File: src/rtl/elevator_request_debouncer.sv
// Per-button synchroniser, debouncer and sticky request latch for an
// elevator controller: hall up/down and car buttons, one channel each.
module elevator_request_debouncer #(
    parameter int FLOOR           = 6,
    parameter int DEBOUNCE_CYCLES = 200
) (
    input  logic             clk,
    input  logic             rst,
    input  logic [FLOOR-1:0] outsideUp,
    input  logic [FLOOR-1:0] outsideDown,
    input  logic [FLOOR-1:0] insideFloor,
    input  logic [FLOOR-1:0] clrUp,
    input  logic [FLOOR-1:0] clrDown,
    input  logic [FLOOR-1:0] clrInside,
    output logic [FLOOR-1:0] queueUp,
    output logic [FLOOR-1:0] queueDown,
    output logic [FLOOR-1:0] queueinside,
    output logic             anyRequest
);

    localparam int N  = 3 * FLOOR;
    localparam int CW = $clog2(DEBOUNCE_CYCLES);
    localparam logic [CW-1:0] CMAX = CW'(DEBOUNCE_CYCLES - 1);

    // No up call from the top floor, no down call from the ground floor.
    localparam logic [FLOOR-1:0] UP_OK   = ~(FLOOR'(1) << (FLOOR - 1));
    localparam logic [FLOOR-1:0] DOWN_OK = ~FLOOR'(1);
    localparam logic [N-1:0]     ALLOW   = {{FLOOR{1'b1}}, DOWN_OK, UP_OK};

    logic [N-1:0]  raw;
    logic [N-1:0]  clr;
    logic [N-1:0]  sync1;
    logic [N-1:0]  sync2;
    logic [N-1:0]  stable;
    logic [N-1:0]  pend;
    logic [N-1:0]  accept;
    logic [CW-1:0] cnt [N];

    assign raw = {insideFloor, outsideDown, outsideUp};
    assign clr = {clrInside, clrDown, clrUp};

    always_comb begin
        accept = '0;
        for (int i = 0; i < N; i++) begin
            accept[i] = sync2[i] & ~stable[i] & (cnt[i] == CMAX);
        end
    end

    always_ff @(posedge clk or posedge rst) begin
        if (rst) begin
            sync1  <= '0;
            sync2  <= '0;
            stable <= '0;
            pend   <= '0;
            for (int i = 0; i < N; i++) begin
                cnt[i] <= '0;
            end
        end else begin
            sync1 <= raw;
            sync2 <= sync1;
            for (int i = 0; i < N; i++) begin
                if (sync2[i] == stable[i]) begin
                    cnt[i] <= '0;
                end else if (cnt[i] != CMAX) begin
                    cnt[i] <= cnt[i] + CW'(1);
                end else begin
                    cnt[i]    <= '0;
                    stable[i] <= sync2[i];
                end
                // A press accepted on the same edge as a clear wins.
                if (accept[i] && ALLOW[i]) begin
                    pend[i] <= 1'b1;
                end else if (clr[i]) begin
                    pend[i] <= 1'b0;
                end
            end
        end
    end

    assign queueUp     = pend[FLOOR-1:0];
    assign queueDown   = pend[2*FLOOR-1:FLOOR];
    assign queueinside = pend[N-1:2*FLOOR];
    assign anyRequest  = |pend;

endmodule

File: config.mk
export PLATFORM = sky130hd
export DESIGN_NAME = elevator_request_debouncer
export DESIGN_NICKNAME = d
export VERILOG_FILES = /design/src/rtl/elevator_request_debouncer.sv
export SDC_FILE = /design/constraint.sdc
export NUM_CORES = 1
export LEC_CHECK = 0
export CORE_MARGIN = 2
export CORE_UTILIZATION = 45
export CTS_CLUSTER_DIAMETER = 80
export DETAILED_ROUTE_END_ITERATION = 8
export SLEW_MARGIN = 20
export SYNTH_ARGS = -nofsm -noshare
export SYNTH_HDL_FRONTEND = slang
export SYNTH_SLANG_ARGS = --single-unit
File: constraint.sdc
create_clock -name clk -period 6.7 [get_ports clk]
set_input_delay 0.67 -clock clk [delete_from_list [all_inputs] [get_ports clk]]
set_output_delay 0.67 -clock clk [all_outputs]
set_load 0.01 [all_outputs]
==> results by group <==
Run status
  • Status: completed

Die
  • Initial Utilization: 45.5%
  • Die Wd: 141 µm
  • Row cnt: 50
  • # IOs: 57
  • Core Area: 18600 µm²
  • Die Y: 141 µm
  • Die area: 19900 µm²

Route
  • Post-route DRC: 0
  • WL final: 14.8 mm
  • Via count: 5830
  • DRT Pass-1 Iters: 5
  • Drt via density: 5.32
  • Mean routed wirelength per cell: 13.5 µm
  • Initial DRC count: 362
  • ANT nets after route: 0

Logic synthesis
  • Multiplexer share of the synthesized area: 2.13%
  • Top FF cell, synth: dfrtp_1
  • Asr flop ratio synth: 100%
  • Mean Syn Cell Area: 10.8 µm²
  • Largest family of logic cells by synthesized area: simple AND/OR/NAND/NOR gates
  • Synth Area in Simple Gates: 17.5%
  • XOR/XNOR share of the synthesized area: 4.97%
  • Post-Syn Area: 8460 µm²
  • Post-synth top cells: dfrtp_1, nor2_1, inv_1
  • YS warnings: 0
  • Synth Area in Compound Gates: 8.79%
  • Area share of the largest cell type after synthesis: 56.8%
  • Sequential share of the synthesized area: 56.8%
  • Count leader, synth: dfrtp_1
  • Yosys cell types: 26
  • Post-Synth Adder-Cell Area: 6.36%
  • Post-Synthesis Cells: 780
  • Synth area leader: dfrtp_1
  • EDFF count, synth: 0
  • Synth Register Bits: 192
  • Synth area leaders: dfrtp_1, ha_1, nor2_1

Worst setup path
  • RR Startpoint: cnt[75]
  • Reg2Reg Depth: 3
  • Critical path class: flop to primary output
  • Worst Path Buf+Inv: 1
  • CP max-delay cell: clkdlybuf4s50_1
  • Worst Setup End Kind: primary output
  • CP max stage delay: 550 ps
  • Register-to-Register Setup Slack: 5010 ps
  • CP arrival: 2160 ps
  • Worst Setup Start Kind: flop
  • Family with the most delay on the worst path: simple AND/OR/NAND/NOR gates
  • CP Cell Sequence: nor4_1 -> nand4_1 -> clkdlybuf4s50_1
  • Reg2reg end: stable[8]
  • Worst EP required: 6030 ps
  • CP max FO: 3

Placement
  • DP Cell Count: 1064
  • GPL Wtd Cong: 0.792
  • Post-DP HPWL: 10.4 mm
  • Post-Place Cell Area: 9260 µm²
  • Buffers on Ports: 50

Power
  • Power per cell area: 242 nW/µm²
  • Max rail drop VDD: 0.171 mV
  • Leakage: 4.19 nW

Clocking
  • Post-CTS Setup Repair Bufs: 0
  • Clock slew at reported path FFs: 60 ps
  • H-tree depth: 4
  • CTS max path bufs: 2
  • CTS tree: done
  • CTS Buf Count: 17
  • Post_cts resized: 0
  • Number of hold buffers added after CTS: 0
  • Clk sink count: 192
  • Clk_lat worst skew: 430 ps
  • Root Buffer: clkbuf_16

Min path
  • Hold Startpoint: sync1[9]
  • Hold EP: sync2[9]
  • Hold Path Stages: 0
  • Worst min path class: flop to flop

Final layout
  • N_diodes: 0
  • Cell area after layout: 9860 µm²
  • Fin nets: 930
  • Area added between synthesis and finish: 16.6%
  • Finished Layout Cells: 1096
  • Layout cells sized above 1: 7.77%

Timing
  • Slew HR: 39.8%
  • Setup TNS: 0 ps
  • Fmax: 353 MHz
  • Final setup fails: 0
  • Unrepaired setup endpoints after global routing: false
  • Hold Slack: 348 ps
  • Fin. Hold Viols: 0
  • Post-layout min period: 2830 ps
  • Crit share post-route: 42.2%
  • Worst Max-Slew Pin Slew: 903 ps
  • Slew Limit Fails: 0
  • Clk_skew: 9.64 ps

Global route
  • Vias in the first global route: 6004
  • Total congestion overflow: 0
  • Global Route Usage Sum: 16.2%
  • First-pass GRT wire length: 26.5 mm
  • Pin count of the biggest net entering global routing: 120
  • Initial antenna violation count: 0

Run
  • Maxcap violations: 0
## routing by layer
metal | global-route usage, % | routed length [µm]
met1 | 20.6 | 6760
met2 | 27.2 | 7260
met3 | 3.87 | 587
met4 | 6.00 | 235
met5 | 0 | 0
## cell families after synthesis
group | Yosys count
AOI/OAI and AO/OA | 128
buffers and inverters | 75
DFF | 192
other | 1
and+or+nand+nor | 277
muxes | 16
adders and majority gates | 43
xor gates and xnor gates | 48
## cell type report
class / count / area (µm²)
clock buffer: 20 / 447
inverter: 73 / 282
clock inverter: 12 / 159
sequential: 192 / 4800
timing repair buffer: 51 / 508
tap: 234 / 293
multi-input combinational: 514 / 3370
fill: 1607 / 8720
## sequential cells by signal, indices dropped and copies added, names as in the netlist
name / flops
sync2: 16
sync1: 16
cnt: 128
stable: 16
pend: 16
## report_power, final
| group | leakage [nW] | internal, mW | total, mW | switching, mW |
|---|---|---|---|---|
| clock network | 0.291 | 0.600 | 1.03 | 0.434 |
| registers | 2.57 | 1.19 | 1.23 | 0.0353 |
| logic | 1.33 | 0.0532 | 0.122 | 0.0692 |
## worst max-delay path by stage
stage             start    endpoint  slack (ps)  cells after the start
4_1_cts         pend[2]  anyRequest        3750                      3
6_report       pend[10]  anyRequest        3870                      3
5_1_grt        pend[11]  anyRequest        3770                      3
2_1_floorplan       rst      cnt[0]         800                      1
3_3_place_gp        rst   sync1[10]        3930                      3
3_5_place_dp        rst     cnt[24]        3860                      3
## through the flow
stage	power [mW]	worst slack (ps)	utilization, %
global placement	1.37	3930	49.8
global route	2.49	3770	53.1
finish	2.38	3870	53.1
detailed placement	1.37	3860	49.8
CTS	2.42	3750	53.1
floorplan	1.32	803	-
## cell usage in the layout (no fill, tap or decap), types with 3 or more instances in the layout
master,n
dfrtp_1,192
nor2_1,79
inv_1,72
nand3_1,59
clkdlybuf4s50_1,50
a21oi_1,48
or3_1,47
o21ai_0,46
ha_1,43
xor2_1,32
nand2_1,21
nand4_1,18
clkbuf_16,17
nor3_1,16
mux2_2,16
xnor2_1,16
o21bai_1,16
o32ai_1,16
nand4b_1,13
or3b_2,13
nor4_1,4
bufinv_16,3
clkinv_4,3
(Power assumes the default switching activity.)
